--- config.mk ---
export PLATFORM = sky130hd
export DESIGN_NAME = decoder_unit
export DESIGN_NICKNAME = d
export VERILOG_FILES = /design/src/rtl/decoder_unit.sv
export SDC_FILE = /design/constraint.sdc
export NUM_CORES = 1
export LEC_CHECK = 0
export ABC_AREA = 0
export CAP_MARGIN = 20
export CORE_ASPECT_RATIO = 0.6
export CORE_MARGIN = 5
export CORE_UTILIZATION = 40
export DETAILED_ROUTE_END_ITERATION = 8
export PLACE_DENSITY = 0.67
export SLEW_MARGIN = 15
export SYNTH_ARGS = -nofsm -noshare
export SYNTH_HDL_FRONTEND = slang
export SYNTH_SLANG_ARGS = --single-unit
--- constraint.sdc ---
create_clock -name clk -period 2.5 [get_ports clk]
set_input_delay 0.5 -clock clk [delete_from_list [all_inputs] [get_ports clk]]
set_output_delay 0.5 -clock clk [all_outputs]
set_load 0.1 [all_outputs]
--- src/rtl/decoder_unit.sv ---
`timescale 1ns/1ps
// -----------------------------------------------------------------------------
// decoder_unit
//
// Decodes a 16-bit instruction packet into a registered control word.
// Packet layout:
//   [15] valid, [14:12] op_code, [11:10] comp_type, [9:8] reserved,
//   [7:4] addr, [3:1] reserved, [0] even-parity bit.
// A packet is treated as a new instruction only when its valid bit is set and
// it differs from the packet seen on the previous cycle. Holding a packet
// steady therefore decodes it once.
//
// Ports:
//   clk                 sole clock, rising edge
//   rst                 synchronous, active-high reset
//   instruction_packet  packet sampled on every rising edge
//   decoded_control     {valid, op_code[2:0], comp_type[1:0], addr[3:0]};
//                       holds until the next new instruction, error or reset
//   decode_valid        one-cycle pulse per accepted instruction
//   error_status        one-cycle pulse per rejected instruction;
//                       bit0 = format error, bit1 = parity error
// -----------------------------------------------------------------------------
module decoder_unit (
    input  logic        clk,
    input  logic        rst,
    input  logic [15:0] instruction_packet,
    output logic [9:0]  decoded_control,
    output logic        decode_valid,
    output logic [1:0]  error_status
);

    // Reserved bits [9:8] and [3:1]; any of them set is a format error.
    localparam logic [15:0] RESERVED_MASK = 16'h030E;

    // Packet seen on the previous cycle. Its bit 15 is the previous-valid flag,
    // so no separate register is needed for it.
    logic [15:0] prev_packet;

    logic        pkt_valid;
    logic [2:0]  op_code;
    logic [1:0]  comp_type;
    logic [3:0]  addr;
    logic        is_new;
    logic        format_err;
    logic        parity_err;

    assign pkt_valid = instruction_packet[15];
    assign op_code   = instruction_packet[14:12];
    assign comp_type = instruction_packet[11:10];
    assign addr      = instruction_packet[7:4];

    assign is_new = pkt_valid &&
                    (!prev_packet[15] || (instruction_packet != prev_packet));

    // Opcodes 100-111 are illegal, i.e. the top opcode bit must be clear.
    assign format_err = op_code[2] || ((instruction_packet & RESERVED_MASK) != 16'h0000);

    // Even parity: the XOR of all 16 bits must be zero.
    assign parity_err = ^instruction_packet;

    always_ff @(posedge clk) begin
        // NOTE: state is assigned with <= so every register samples the
        // pre-edge values, regardless of statement order in this block.
        if (rst) begin
            prev_packet     <= '0;
            decoded_control <= '0;
            decode_valid    <= 1'b0;
            error_status    <= 2'b00;
        end else begin
            prev_packet <= instruction_packet;

            // NOTE: the pulse outputs default low each cycle and are raised
            // only below, which is what makes them single-cycle.
            decode_valid <= 1'b0;
            error_status <= 2'b00;

            if (is_new) begin
                if (format_err || parity_err) begin
                    // Rejected: drop the valid bit, keep the remaining fields.
                    error_status       <= {parity_err, format_err};
                    decoded_control[9] <= 1'b0;
                end else begin
                    decoded_control <= {1'b1, op_code, comp_type, addr};
                    decode_valid    <= 1'b1;
                end
            end
        end
    end

endmodule

-- Yosys cells after proc, flatten, opt, wreduce, memory -nomap -nowiden
Cells that the tools add are included.
- word-level logic and storage cells: 19
- output and inout bits: 13
- register bits after elaboration: 29
- input port bits: 18
- equality and inequality tests: 1
- mux-type cells: 1
- bitwise gates (word level): 2
- reduce and logical (&&, ||, !) cells: 10
- operators with widths (kind ; number):
    $ne 16x16->1 ; 1
    $reduce_bool 16->1 ; 1
    $reduce_xor 16->1 ; 1
    $logic_or 1x1->1 ; 3
    $reduce_or 3->1 ; 1
    $not 1->1 ; 2
    $reduce_and 2->1 ; 1
    $reduce_or 2->1 ; 1
    $logic_and 1x1->1 ; 1
    $logic_not 1->1 ; 1
    $mux 1 ; 1

-- Longest topological paths before layout
- depth after elaboration: 5
- gate-level depth with buffers: 7
- gate-level depth less buffers: 6

-- Worst setup path after synthesis
No wires, ideal clock.
- path kind: input -> register
- start point: in instruction_packet[4]
- end point: reg decoded_control[0]
- data required time: 2.379 ns
- data arrival time: 1.866 ns
- path slack: 0.513 ns
- path buffers: 1
- setup time: 0.121 ns
- cell stages on the path: 7
- cells stage by stage: xor2_1 -> xnor2_1 -> xnor2_1 -> xnor2_1 -> or3_4 -> buf_6 -> mux2_4
- word-level cells in the longest chain between the ends: 4
- elaborated cells between the ends (all ways): 7
- those cells by class: eq/ne: 1; bitwise: 1; reduce/logical: 5
- RTL lines (element ; RTL line ; source):
    start, declared ; 26 ; input logic [15:0] instruction_packet,
    $ne 16x16->1 or $reduce_xor 16->1 (tied branches) ; 53, 59 ;
    $logic_or 1x1->1 (on tied branches) ; 53, 78 ;
    $logic_and 1x1->1 or $not 1->1 (tied branches) ; - ;
    $reduce_and 2->1 (no source line) ; - ;
    end signal, assigned ; 83 ; decoded_control <= {1'b1, op_code, comp_type, addr};
    end, declared ; 27 ; output logic [9:0] decoded_control,
Parallel ways exist; a longest one is shown, timed or not.
A chain may end at the register's enable or synchronous reset.

-- Worst setup path in the final report
- start point: in instruction_packet[5]
- end point: reg decoded_control[7]
- word-level cells in the longest chain between the ends: 4
- elaborated cells between the ends (all ways): 7
- those cells by class: eq/ne: 1; bitwise: 1; reduce/logical: 5
- RTL lines (element ; RTL line):
    $ne 16x16->1 or $reduce_xor 16->1 (tied branches) ; 53, 59
    $logic_or 1x1->1 (on tied branches) ; 53, 78
    $logic_and 1x1->1 or $not 1->1 (tied branches) ; -
    $reduce_and 2->1 (no source line) (*) ; -
Every way passes the cells marked *; elsewhere a longest branch is shown, timed or not.

==> impl_results.md <==
- Status: finished clean
- Vias/cell: 4.32
- I/O Buffers: 30
- Via count of the first global-routing pass: 870
- Top post-synthesis cells by count: dfxtp_1, nor2b_1, xor2_1, xnor2_1, mux2_4
- Endpoints failing setup: 0
- CP endpoint: decoded_control[7]
- Period minus WS final: 2300 ps
- Most frequent cell after synthesis: dfxtp_1
- Final HPWL DP: 1.88 mm
- Worst-path maximum fanout: 11
- Register area share after synthesis: 47.2%
- Num CTS Buffers: 5
- Flops & latches, synth: 29
- GR Layer Usage met3: 6.12%
- Syn_area_per_cell: 11.0 um^2
- Drt pass-1 iters: 4
- Ant. Diodes: 0
- Antenna Nets Post-Route: 0
- CTS tree: done
- H-tree lvl count: 2
- Layout Cells excl Fill: 201
- Detailed router's first-iteration violation count: 29
- Final wirelength: 2.42 mm
- M2 GR Usage: 17.3%
- Worst-case clock buffer depth: 2
- # Post-CTS Setup Buffers: 0
- PwrDens: 625 mW/mm^2
- CP Class: primary input to register
- Gr usage total: 13.0%
- Root buffer cell: clkbuf_8
- Initial antenna violation count: 0
- Post-CTS Resized: 0
- Area Overhead vs Synth: 39.5%
- Crit path required time: 2660 ps
- Cell Rows: 15
- Initial Utilization: 42.3%
- Clock net sink count: 29
- Reg2Reg Setup Slack: 740 ps
- Critical path launch point: instruction_packet[5]
- Maxcap violations: 0
- Top_reg_cell synth: dfxtp_1
- Final worst-path cycle share: 92.0%
- Share of cells above drive strength 1: 25.8%
- Final Max Tran Viols: 0
- Fin. Hold Viols: 0
- Worst R2R Start: prev_packet[13]
- Fin Hold WS: 478 ps
- Routed len/inst: 12.0 um
- Worst IR Drop VDD: 0.229 mV
- Pleak: 0.000747 uW
- GR met1 Demand/Resource: 17.3%
- R2R depth: 6
- Post-CTS Hold Buffers: 0
- Post-layout nets: 177
- Startpoint types: primary input
- Clock skew: 2.92 ps
- Area contributors post-synth: dfxtp_1, nor2b_1, xor2_1
- Area leader, netlist: dfxtp_1
- Final Power: 1070 uW
- First-pass GRT wire length: 4.00 mm
- RSZ-0062 raised after global routing: false
- Placer Congestion: 0.747
- Yosys top cell area share: 47.2%
- Total number of vias: 868
- Critical R2R Capture: decoded_control[7]
- Clock transition at path regs: 50 ps
- Number of top-level pins: 31
- Synth Instances: 112
- Die Y: 53.0 um
- Die area: 0.00432 mm^2
- Grt ovf: 0
- Core area: 0.00291 mm^2
- Worst skew pair latency: 280 ps
- # DRC: 0
- Synth cell types: 16
- CP endpoint kind: register
- Die X: 81.6 um
- Slew HR: 75.2%
- Synthesized area: 0.00123 mm^2
- Post-synth EDFFs: 0
- Hold crit path type: register to register
- Syn nets: 130
- Top Usage Layer GRT: met1
- Crit path arrival time: 2460 ps
- Worst-margin pin slew: 369 ps
- Yosys warnings: 0
- Dpl cells: 194
- FFs w/ async S/R, synth: 0%
- Pin count of the biggest net entering global routing: 29
- Max Clock Freq: 435 MHz
==> report_power, final <==
group	leakage (uW)	internal [uW]	switching [uW]
Clock	0.0000443	218	158
Sequential	0.000238	482	7.38
Combinational	0.000464	97.8	110
Total	0.000747	797	275
==> cells in the final DEF, fill, tap and decap left out, types with 2 or more instances in the layout <==
cell             count
clkdlybuf4s50_1     17
clkbuf_8             6
mux2_4               7
and2_1               2
xor2_1              16
nor4_1               5
nand2_1              4
nor2_1               3
xnor2_1             14
dfxtp_1             29
buf_4               26
nor2b_1             24
==> layout make-up <==
| type | instances | area [um^2] |
|---|---|---|
| fill | 257 | 1190 |
| tap | 42 | 52.6 |
| sequential | 29 | 581 |
| clock buffer | 7 | 86.3 |
| timing repair buffer | 43 | 365 |
| multi-input combinational | 80 | 631 |
==> per-layer routing <==
| metal | share of wire (%) | routed length (um) | vias up |
|---|---|---|---|
| met5 | 0 | 0 | - |
| li1 | - | - | 450 |
| met1 | 52 | 1250 | 389 |
| met4 | 2.3 | 55 | 0 |
| met2 | 39 | 933 | 24 |
| met3 | 7.5 | 181 | 5 |
==> worst min-delay path by stage <==
stage | startpoint | to | slack, ps | cells past startpoint
detailed placement | decoded_control[9] | decoded_control[9] | 470 | 2
floorplan | rst | prev_packet[13] | 580 | 1
global route | decoded_control[8] | decoded_control[8] | 520 | 1
finish | decoded_control[9] | decoded_control[9] | 480 | 2
CTS | decoded_control[9] | decoded_control[9] | 480 | 2
global placement | decoded_control[9] | decoded_control[9] | 460 | 2
==> critical path: stages <==
cell and delay [ps]:
clkdlybuf4s50_1 460, buf_4 160, xor2_1 150, nor4_1 370, nand4_1 120, nand2_1 110
or3_4 240, mux2_2 350
==> per-stage QoR <==
step / setup slack (ps) / setup TNS, ps / cell area, um^2 / utilization, %
floorplan: 513 / 0 / 1230 / -
global placement: -95.3 / -747 / 1630 / 56.0
detailed placement: -108 / -815 / 1630 / 56.0
CTS: 179 / 0 / 1720 / 59.0
global route: 57.2 / 0 / 1720 / 59.0
finish: 201 / 0 / 1720 / 59.0
==> sequential cells by signal, indices dropped and copies added, names as in the netlist <==
register	count
error_status	2
decoded_control	10
decode_valid	1
prev_packet	16
==> cell families after synthesis <==
family                 count (synthesis)  synth area share (%)
multiplexers                           8                  9.46
buffers and inverters                  3                  1.53
AND/OR/NAND/NOR                       41                  20.0
XOR/XNOR                              30                  21.4
flip-flops                            29                  47.2
AO/OA/AOI/OAI                          1                 0.407
No activity file was read; power rests on OpenSTA's default activity.
==> RTL edit (same flow settings) <==
Register the output `error_status` once more; this adds one clock of latency there. The other outputs are not delayed to match. Comments in the files are not updated.
--- a/src/rtl/decoder_unit.sv
+++ b/src/rtl/decoder_unit.sv
@@ -34,2 +34,4 @@
 
+    logic [1:0] error_status_s0;
+
     // Packet seen on the previous cycle. Its bit 15 is the previous-valid flag,
@@ -67,3 +69,3 @@
             decode_valid    <= 1'b0;
-            error_status    <= 2'b00;
+            error_status_s0 <= 2'b00;
         end else begin
@@ -74,3 +76,3 @@
             decode_valid <= 1'b0;
-            error_status <= 2'b00;
+            error_status_s0 <= 2'b00;
 
@@ -79,3 +81,3 @@
                     // Rejected: drop the valid bit, keep the remaining fields.
-                    error_status       <= {parity_err, format_err};
+                    error_status_s0    <= {parity_err, format_err};
                     decoded_control[9] <= 1'b0;
@@ -89,2 +91,6 @@
 
+    always_ff @(posedge clk) begin
+        error_status <= error_status_s0;
+    end
+
 endmodule
Check against the original RTL: not equivalent (a bounded check fails within 4 cycles, from zero or initial values and one cycle with rst high).
==> RTL edit against the unedited design <==
- total power is 7.0% higher
- routed wire length is 7.0% higher
- area after synthesis is 3.5% higher
- first-iteration DRC count is 28% higher
- sequential cell count is 2 higher
- register-to-register slack worse by 0.06 ns
- setup slack worse by 0.048 ns
- final area is 4.6% higher
- critical endpoint is now decoded_control[2]$_SDFFE_PP0P_
- largest power group unchanged
==> RTL edit: results (changes against the unedited design) <==
metric;value;unit;change
status;completed;;unchanged
setup bufs post-CTS;0;;unchanged
biggest regs;prev_packet: 16 flops, decoded_control: 10 flops;;was prev_packet: 16 flops, decoded_control: 10 flops, error_status: 2 flops
first-pass GRT wire length;4.174;mm;was 3.995 mm
clk_lat worst skew;0.28;ns;about the same
largest cells by area after synthesis;dfxtp_1, nor2b_1, xor2_1;;unchanged
vias in the first global route;874;;was 870
clock root buffer;clkbuf_8;;unchanged
share of layout cells above drive strength 1;0.2761;;was 0.2579
initial antenna violation count;0;;unchanged
largest net degree at the start of global routing;27;;was 29
drt total wl;2.585;mm;was 2.416 mm
hold crit path type;reg2reg;;unchanged
maximum vdd drop;393.6;uV;was 229.1 uV
flop2flop setup slack;0.68;ns;was 0.74 ns
RR Startpoint;prev_packet[9]$_SDFF_PP0_;;was prev_packet[13]$_SDFF_PP0_
commonest non-fill, non-tap cell in the layout;dfxtp_1;;unchanged
ys flop type;dfxtp_1;;unchanged
GP Congestion;0.7384;;was 0.7470
worst-case clock buffer depth;2;;unchanged
Max Cap Viol;0;;unchanged
Synth Net Count;131;;was 130
Warnings, synthesis;0;;unchanged
Netlist cell types;18;;was 16
Filler Cell Count;264;;was 257
CP Capture Point;decoded_control[2]$_SDFFE_PP0P_;;was decoded_control[7]$_SDFFE_PP0P_
CTS buffer count;5;;unchanged
Tightest Pin Transition;0.3502;ns;was 0.3690 ns
Final #Nets;181;;was 177
H-Tree Depth;2;;unchanged
Setup Skew;0.002109;ns;was 0.002923 ns
Initial DRC Count;37;;was 29
Detailed Routing Iterations Pass 1;2;;was 4
most instantiated cells after synthesis;dfxtp_1, nor2b_1, xor2_1, xnor2_1, mux2_4;;unchanged
I/O Buffers;30;;unchanged
leakage;0.7508;nW;was 0.7467 nW
Async SR Flop Fraction;0;;unchanged
worst reg2reg path depth;6;;unchanged
hpwl dp;1.948;mm;was 1.879 mm
Max FO, Critical Path;10;;was 11
vias;887;;was 868
gr usage total;0.1304;;was 0.1305
sequential area share after synthesis;0.4877;;was 0.4720
CTS-repair resized insts;0;;unchanged
antenna cells;0;;unchanged
Clock Pin Slew Worst Setup and Hold Paths;0.06;ns;
Crit. Startpoint;instruction_packet[8];;was instruction_packet[5]
RTL edit: cell count changes after synthesis, moves of 2 or more:
cell / change
and2_1: -2
dfxtp_1: +2
nand2_1: -2
nor3_1: +2
nor4_1: -2
RTL edit: cells by family (layout without fill, tap and decap cells):
logic type,after synthesis,in the layout,share of synthesized area
AO/OA/AOI/OAI,2,2,0.01377
XOR/XNOR,30,30,0.2065
buffers and inverters,3,53,0.01475
flip-flops,31,31,0.4877
multiplexers,8,8,0.09440
AND/OR/NAND/NOR,39,39,0.1829
RTL edit: worst min-delay path by stage:
stage / startpoint / end / slack (ns) / cells after the start
after floorplan: error_status_s0[0]$_SDFF_PP0_ / error_status[0]$_DFF_P_ / 0.31 / 0
after global placement: error_status_s0[1]$_SDFF_PP0_ / error_status[1]$_DFF_P_ / 0.31 / 0
after detailed placement: error_status_s0[1]$_SDFF_PP0_ / error_status[1]$_DFF_P_ / 0.31 / 0
after CTS: error_status_s0[1]$_SDFF_PP0_ / error_status[1]$_DFF_P_ / 0.33 / 0
after global routing: error_status_s0[1]$_SDFF_PP0_ / error_status[1]$_DFF_P_ / 0.33 / 0
final: error_status_s0[0]$_SDFF_PP0_ / error_status[0]$_DFF_P_ / 0.33 / 0
RTL edit: area by class of cell:
cell class	count	area, um^2	share of cell area
Tap cell	42	52.55	0.02929
Clock buffer	6	82.58	0.04603
Sequential cell	31	620.6	0.3459
Multi-Input combinational cell	79	633.1	0.3529
Timing Repair Buffer	46	400.4	0.2232
Clock inverter	1	5.005	0.002789
RTL edit: metal layers:
layer / GRT usage / up-vias / share of wire
met5: 0 / - / 0
met4: 0.05707 / 0 / 0.017
met3: 0.08257 / 5 / 0.078
met2: 0.1755 / 25 / 0.38
met1: 0.1633 / 393 / 0.52
li1: - / 464 / -
RTL edit: critical path: stages:
cell	delay, ns
clkdlybuf4s50_1	0.47
buf_4	0.17
xor2_1	0.15
nor4_1	0.33
nand4_1	0.19
and4_1	0.25
buf_12	0.16
mux2_4	0.30
RTL edit: metrics by stage:
stage	area [um^2]	setup slack, ns	power, W	std cells	setup TNS (ns)
floorplan	1272	0.4797	0.0006677	113	0
global placement	1707	-0.07772	0.0007654	198	-0.6188
detailed placement	1707	-0.1533	0.0007655	198	-1.205
CTS	1794	0.1398	0.001161	205	0
global route	1794	0.06584	0.001201	205	0
finish	1794	0.1534	0.001147	205	0
RTL edit: power breakdown:
part	internal [W]	switching, W	leakage, nW
registers	0.000518	0.00000750	0.255
clock network	0.000215	0.000177	0.0470
logic	0.000112	0.000117	0.449
